[src/rtl/pwm_pkg.sv]
// -----------------------------------------------------------------------------
// pwm_pkg
// Shared types for the switch-driven PWM generator. Both the duty front-end
// (pwm_duty_ctrl) and the downstream PWM comparator import these so the duty
// code width is defined in exactly one place.
//
// Contents:
//   SW_W         width of the switch bank and of the duty code
//   duty_t       duty code type carried from the switches to the PWM stage
//   upd_state_t  states of the period-aligned duty update FSM
//   DUTY_ZERO    all-zero duty code, used as the reset value everywhere
// -----------------------------------------------------------------------------
package pwm_pkg;

  localparam int SW_W = 4;

  typedef logic [SW_W-1:0] duty_t;

  // IDLE: duty matches the debounced switches.
  // PEND: a new debounced value is waiting for the next period boundary.
  typedef enum logic {
    IDLE = 1'b0,
    PEND = 1'b1
  } upd_state_t;

  localparam duty_t DUTY_ZERO = {SW_W{1'b0}};

endpackage : pwm_pkg

[src/rtl/sw_debounce.sv]
// -----------------------------------------------------------------------------
// sw_debounce
// Synchronises the raw switch bank into the clk domain and debounces it as a
// single 4-bit vector. A value is accepted into deb only after the
// synchronised bank has held it for DB_CYCLES consecutive counted cycles;
// any shorter excursion is discarded.
//
// Parameters:
//   DB_CYCLES  stable cycles needed before a value is accepted (2..2^DB_BITS)
//   DB_BITS    width of the stability counter
//
// Ports:
//   clk     in   sole clock, rising edge
//   rst     in   synchronous active-high reset
//   sw_raw  in   asynchronous switch bank
//   deb     out  registered debounced switch vector
// -----------------------------------------------------------------------------
module sw_debounce
  import pwm_pkg::*;
#(
  parameter int DB_CYCLES = 16,
  parameter int DB_BITS   = 5
) (
  input  logic            clk,
  input  logic            rst,
  input  logic [SW_W-1:0] sw_raw,
  output logic [SW_W-1:0] deb
);

  // Counter value at which the candidate has been stable long enough.
  localparam logic [DB_BITS-1:0] CNT_LAST = DB_BITS'(DB_CYCLES - 32'sd1);
  localparam logic [DB_BITS-1:0] CNT_ONE  = DB_BITS'(32'd1);
  localparam logic [DB_BITS-1:0] CNT_ZERO = {DB_BITS{1'b0}};

  duty_t               s1_r;
  duty_t               s2_r;
  duty_t               cand_r;
  logic [DB_BITS-1:0]  cnt_r;
  duty_t               deb_r;

  // Two-flop synchroniser; nothing else in the design looks at sw_raw.
  always_ff @(posedge clk) begin
    if (rst) begin
      s1_r <= DUTY_ZERO;
      s2_r <= DUTY_ZERO;
    end else begin
      s1_r <= sw_raw;
      s2_r <= s1_r;
    end
  end

  // Stability tracker: restart on any change of the synchronised vector,
  // count while it holds, and accept the candidate once the count saturates.
  always_ff @(posedge clk) begin
    if (rst) begin
      cand_r <= DUTY_ZERO;
      cnt_r  <= CNT_ZERO;
      deb_r  <= DUTY_ZERO;
    end else if (s2_r != cand_r) begin
      cand_r <= s2_r;
      cnt_r  <= CNT_ZERO;
    end else if (cnt_r != CNT_LAST) begin
      cnt_r  <= cnt_r + CNT_ONE;
    end else begin
      // Counter stays parked at CNT_LAST, so deb keeps tracking cand.
      deb_r  <= cand_r;
    end
  end

  assign deb = deb_r;

endmodule : sw_debounce

[src/rtl/pwm_duty_ctrl.sv]
// -----------------------------------------------------------------------------
// pwm_duty_ctrl
// Front-end of the switch-driven PWM generator. The switch bank is debounced
// by sw_debounce; the debounced code is then held back in a shadow register
// and only transferred to duty at a PWM period boundary, so the comparator
// downstream never sees the duty change in the middle of a period.
//
// Parameters:
//   DB_CYCLES  stable cycles needed before a switch value is accepted
//   DB_BITS    debounce counter width (2^DB_BITS >= DB_CYCLES)
//
// Ports:
//   clk         in   sole clock, rising edge
//   rst         in   synchronous active-high reset
//   sw_raw      in   asynchronous 4-bit switch bank
//   period_end  in   pulse from the PWM counter on the cycle it wraps to 0
//   duty        out  registered duty code for the PWM stage
//   duty_upd    out  one-cycle pulse: duty changed on this edge
//   pending     out  a debounced value differs from duty and awaits period_end
// -----------------------------------------------------------------------------
module pwm_duty_ctrl
  import pwm_pkg::*;
#(
  parameter int DB_CYCLES = 16,
  parameter int DB_BITS   = 5
) (
  input  logic            clk,
  input  logic            rst,
  input  logic [SW_W-1:0] sw_raw,
  input  logic            period_end,
  output logic [SW_W-1:0] duty,
  output logic            duty_upd,
  output logic            pending
);

  duty_t       deb_s;
  upd_state_t  state_r;
  upd_state_t  state_s;
  duty_t       duty_r;
  duty_t       duty_s;
  logic        upd_r;
  logic        upd_s;
  logic        pend_r;

  sw_debounce #(
    .DB_CYCLES (DB_CYCLES),
    .DB_BITS   (DB_BITS)
  ) u_deb (
    .clk    (clk),
    .rst    (rst),
    .sw_raw (sw_raw),
    .deb    (deb_s)
  );

  // Update FSM next-state logic. The load at period_end uses the pre-edge
  // debounced value; if deb moves on that same edge, the mismatch is seen
  // again from IDLE and PEND is re-entered one edge later.
  always_comb begin
    state_s = state_r;
    duty_s  = duty_r;
    upd_s   = 1'b0;
    case (state_r)
      IDLE: begin
        if (deb_s != duty_r) begin
          state_s = PEND;
        end else begin
          state_s = IDLE;
        end
      end
      PEND: begin
        if (deb_s == duty_r) begin
          // Switches went back to the current duty: nothing left to load,
          // and loading would pulse duty_upd without a real change.
          state_s = IDLE;
        end else if (period_end) begin
          state_s = IDLE;
          duty_s  = deb_s;
          upd_s   = 1'b1;
        end else begin
          state_s = PEND;
        end
      end
      default: begin
        state_s = IDLE;
      end
    endcase
  end

  // State, shadow duty register and registered status outputs.
  always_ff @(posedge clk) begin
    if (rst) begin
      state_r <= IDLE;
      duty_r  <= DUTY_ZERO;
      upd_r   <= 1'b0;
      pend_r  <= 1'b0;
    end else begin
      state_r <= state_s;
      duty_r  <= duty_s;
      upd_r   <= upd_s;
      pend_r  <= (state_s == PEND);
    end
  end

  assign duty     = duty_r;
  assign duty_upd = upd_r;
  assign pending  = pend_r;

endmodule : pwm_duty_ctrl

[config.mk]
export PLATFORM = sky130hd
export DESIGN_NAME = pwm_duty_ctrl
export DESIGN_NICKNAME = d
export VERILOG_FILES = /design/src/rtl/pwm_pkg.sv /design/src/rtl/sw_debounce.sv /design/src/rtl/pwm_duty_ctrl.sv
export SDC_FILE = /design/constraint.sdc
export NUM_CORES = 1
export LEC_CHECK = 0
export CORE_MARGIN = 4
export CORE_UTILIZATION = 40
export CTS_CLUSTER_DIAMETER = 30
export DETAILED_ROUTE_END_ITERATION = 10
export SYNTH_ARGS = -nofsm -noshare
export SYNTH_HDL_FRONTEND = slang
export SYNTH_HIERARCHICAL = 1
export SYNTH_SLANG_ARGS = --single-unit
[constraint.sdc]
create_clock -name clk -period 2.5 [get_ports clk]
set_input_delay 0.25 -clock clk [delete_from_list [all_inputs] [get_ports clk]]
set_output_delay 0.25 -clock clk [all_outputs]
set_load 0.005 [all_outputs]
# Word-level counts from Yosys, hierarchy flattened
# Index checks and enable logic that the tools add are counted.
# W data, S select, Z words.
# word_totals
ff_bits	27
elab_cells	26
output_inout_bits	6
in_bits	7
# op_classes
bitwise	4
reduce_logical	4
mux	5
n_addsub	1
eq_ne	4
# op_table
operator	n
$ne A4 B4 Y1	2
$add A5 B1 Y5 const B	1
$ne A5 B4 Y1 const B	1
$eq A4 B4 Y1	1
$mux W1	4
$not A1 Y1	4
$reduce_and A3 Y1	1
$reduce_or A3 Y1	1
$pmux W1 S2	1
$reduce_and A2 Y1	1
$reduce_or A2 Y1	1

# Longest topological paths before layout
# depth
depth_word	3
mapped_depth	7
mapped_depth_nobuf	6

# By module
# Netlist, hierarchy kept.
# modules_own_cells
mod	instances	area_per_inst_um2	cells_each	seq_area_each_um2
sw_debounce	1	779.5	72	420.4
pwm_duty_ctrl	1	286.5	28	120.1

# Least setup slack after synthesis
# Ideal clock, no wire load.
# synth_path
kind	register -> register
from	register u_deb.cnt_r[0]
to	register u_deb.cnt_r[3]
slack_ns	1.011
t_required_ns	2.386
setup_time_ns	0.114
path_stages_with_launch	8
path_buffers	1
arrival_time_ns	1.375
synth_period_minus_slack_ns	1.489
path_cell_list	dfxtp_1 -> ha_1 -> and3_1 -> ha_1 -> buf_2 -> nand4b_1 -> xor2_1 -> nor2_1
# synth_via
elab_chain_len	1
word_cells_on_any_way	2
classes_between	add/sub (1); eq/ne (1)
# synth_rtl
element	line	source
start: declaration	sw_debounce.sv:38	logic [DB_BITS-1:0] cnt_r;
start signal: assignment	sw_debounce.sv:63	cnt_r <= cnt_r + CNT_ONE;
$add A5 B1 Y5 or $ne A5 B4 Y1 (tied branches)	sw_debounce.sv:63, sw_debounce.sv:62	
# Several ways; a longest one is shown, not always the timed one.
# A chain may end at the register's enable or synchronous reset.

# Final worst setup path
# layout_path
from	register pend_r (netlist: pending)
to	output pending
# layout_lines
element	line	source
start: declaration	pwm_duty_ctrl.sv:43	logic pend_r;
start signal: assignment	pwm_duty_ctrl.sv:100	pend_r <= (state_s == PEND);
end: declaration	pwm_duty_ctrl.sv:33	output logic pending
# No word-level cell between the ends.

==> results_dict.tcl <==
set metrics [dict create \
    cpPeakStageDelay_ns 0.58 \
    dr.pass1.iters 2 \
    die_y_um 59.6 \
    placed_area_mm2 0.00119 \
    num-fill-cells 247 \
    synth_simple_gate_area_share 0.230 \
    cts.sinks 27 \
    synth_edf_count 0 \
    arrival_ns 1.47 \
    clk_pin_slew_ns 0.14 \
    clk_latency_ns 0.33 \
    synth_warnings 6 \
    finalNetCount 121 \
    grt_pass1_vias 616 \
    yosysMostFrequentCell "dfxtp_1" \
    setup_viol 0 \
    synth_nets 109 \
    antenna_cells 0 \
    hold_viol 0 \
    slew_headroom 0.472 \
    critPathTopFamily "buffers and inverters" \
    rrSetupSlack_ns 0.92 \
    register_area_um2 541 \
    clockBufferDepth 2 \
    totalWireLength_um 1520 \
    synth_compound_area_frac 0.107 \
    yosysSeqAreaShare 0.507 \
    track_usage 0.0929 \
    end_kind "output pin" \
    dpl.hpwl_um 1060 \
    core_area_mm2 0.00250 \
    min_path_type "flop to flop" \
    yosysTopAreaCell "dfxtp_1" \
    row_count 18 \
    cp.required_ns 2.25 \
    multiInputGateArea_um2 490 \
    ff2ff_path_depth 6 \
    rsz0062_at_grt "false" \
    setup.worst_path.start_class "flop" \
    synth_fa_ha_area_frac 0.0235 \
    max_cap_viol_count 0 \
    synth_common_cells "dfxtp_1 (27), nor2b_1 (13), nor2_1 (6), xor2_1 (6)" \
    root_buffer "clkbuf_4" \
    cts_setup_buffers 0 \
    io_buffer_count 12 \
    antenna_left 0 \
    die_area_mm2 0.00356 \
    crit_buf_inv 1 \
    finalSetupTns_ns 0 \
    cts_resized 0 \
    drt-vias-per-instance 4.98 \
    synthFlopType "dfxtp_1" \
    cp_max_fo 11 \
    reg2reg_from "u_deb/cnt_r[0]$_SDFFE_PP0P_" \
    netlist_instances 100 \
    synth_top_family_by_area "simple AND/OR/NAND/NOR gates" \
    synth_area_mm2 0.00107 \
    synth_cell_type_count 26 \
    grt.overflow.total 0 \
    fin_area_mm2 0.00122 \
    routed-via-count 702 \
    cts_tree "yes" \
    cpMaxStageDelayCell "clkdlybuf4s50_1" \
    critPathKind "flop to output pin" \
    synth_xor_area_frac 0.0904 \
    ys_ff_latch 27 \
    cts_made_buffers 3 \
    drc_errors 0 \
    power.density_mw_per_mm2 558 \
    hold_start "u_deb/s1_r[3]$_SDFF_PP0_" \
    antenna_found_initial 0 \
    min_to "u_deb/s2_r[3]$_SDFF_PP0_" \
    period_minus_slack_ns 1.72 \
    drive_gt1_frac 0.0721 \
    grt_max_degree 28 \
    r2r-end "u_deb/cnt_r[3]$_SDFFE_PP0P_" \
    skew_ns 0.00312 \
    chipWidth_um 59.6 \
    synth_area_leaders "dfxtp_1 (51%), nor2b_1 (7.6%), xor2_1 (4.9%), nand4b_1 (4.1%), xnor2_1 (4.1%)" \
    area_growth_syn_to_layout_pct 14.7 \
    status "finished clean" \
    io_pins 13 \
    initial_core_util 0.426 \
    synth.avg_cell_area_um2 10.7 \
    hold_buffers 0 \
    detail_route.iter0.violations 11 \
    crit_chain "clkdlybuf4s50_1" \
    worst-slew-pin-transition_ns 0.789 \
    fmax_ghz 0.581 \
    globalplace.congestion 0.657 \
    synth-async-reset-ratio 0 \
    routedWlPerCell_um 10.8 \
    synth_top_area_frac 0.507 \
    synthMuxAreaShare 0.00939 \
    p_leak_nw 0.452 \
    hold_path_depth 1 \
    slew_viol_final 0 \
    grt_pass1_wl_um 2560 \
    ir_drop_mv 0.402 \
    fin_crit_sh 0.688 \
    htreeDepth 1 \
]
[report_power, final]
group / switching (mW) / leakage, nW / total [mW] / internal, mW
Combinational: 0.0212 / 0.219 / 0.0455 / 0.0243
Clock: 0.129 / 0.0139 / 0.190 / 0.0613
Sequential: 0.00538 / 0.220 / 0.446 / 0.441
Total: 0.156 / 0.452 / 0.682 / 0.526
[layout make-up]
class,instances,share of cell area
Sequential cell,27,0.442
Multi-Input combinational cell,67,0.401
Timing Repair Buffer,12,0.0983
Tap cell,30,0.0307
Clock buffer,3,0.0184
Clock inverter,1,0.00614
Inverter,1,0.00307
[layer usage]
layer | global-route usage | part of all wire
met1 | 0.105 | 0.44
met2 | 0.167 | 0.49
met3 | 0.0392 | 0.075
met4 | 0.00949 | 0
met5 | 0 | 0
[layout by cell type, fill, tap and decap left out]
cell type / count
clkbuf_4: 3
nor2_1: 6
a21o_1: 1
nand4b_1: 5
clkinvlp_4: 1
o21ai_2: 1
a41oi_1: 2
ha_1: 2
nand2b_1: 4
inv_1: 1
nor2b_1: 13
nand3_1: 4
nor4_4: 1
clkdlybuf4s50_1: 12
and3_1: 1
xnor2_1: 5
nand3b_1: 1
and2_4: 1
nand2b_2: 1
mux2i_1: 1
a21bo_1: 4
a21oi_1: 5
xor2_1: 6
dfxtp_1: 27
o21ai_1: 3
[sequential cells by signal, indices dropped and copies added (netlist names)]
signal,cells
u_deb/cand_r,4
u_deb/s2_r,4
u_deb/deb,4
u_deb/cnt_r,5
pending,1
duty_upd,1
u_deb/s1_r,4
duty,4
[cell families (layout without fill, tap and decap cells)]
logic type,count (synthesis),count (layout)
flip-flops,27,27
AND/OR/NAND/NOR,37,37
AO/OA/AOI/OAI,16,16
adder cells (fa/ha/maj),2,2
multiplexers,1,1
buffers and inverters,6,17
XOR/XNOR,11,11
[metrics by stage]
| stage | cells | util | hold slack (ns) | total power, mW | worst slack (ns) |
|---|---|---|---|---|---|
| 2_1_floorplan | 100 | - | 0.319 | 0.487 | 1.01 |
| 3_3_place_gp | 137 | 0.477 | 0.420 | 0.501 | 0.765 |
| 3_5_place_dp | 137 | 0.477 | 0.425 | 0.502 | 0.764 |
| 4_1_cts | 141 | 0.489 | 0.440 | 0.694 | 0.769 |
| 5_1_grt | 141 | 0.489 | 0.436 | 0.712 | 0.699 |
| 6_report | 141 | 0.489 | 0.456 | 0.682 | 0.780 |
[how the worst max path moves through the flow]
stage	start	endpoint	cells after the start
6_report	pending$_SDFF_PP0_	pending	1
3_5_place_dp	rst	u_deb/cnt_r[1]$_SDFFE_PP0P_	3
2_1_floorplan	u_deb/cnt_r[0]$_SDFFE_PP0P_	u_deb/cnt_r[3]$_SDFFE_PP0P_	7
5_1_grt	pending$_SDFF_PP0_	pending	1
3_3_place_gp	rst	u_deb/cnt_r[1]$_SDFFE_PP0P_	3
4_1_cts	pending$_SDFF_PP0_	pending	1
Note: power is estimated with default switching activity, not from simulation.
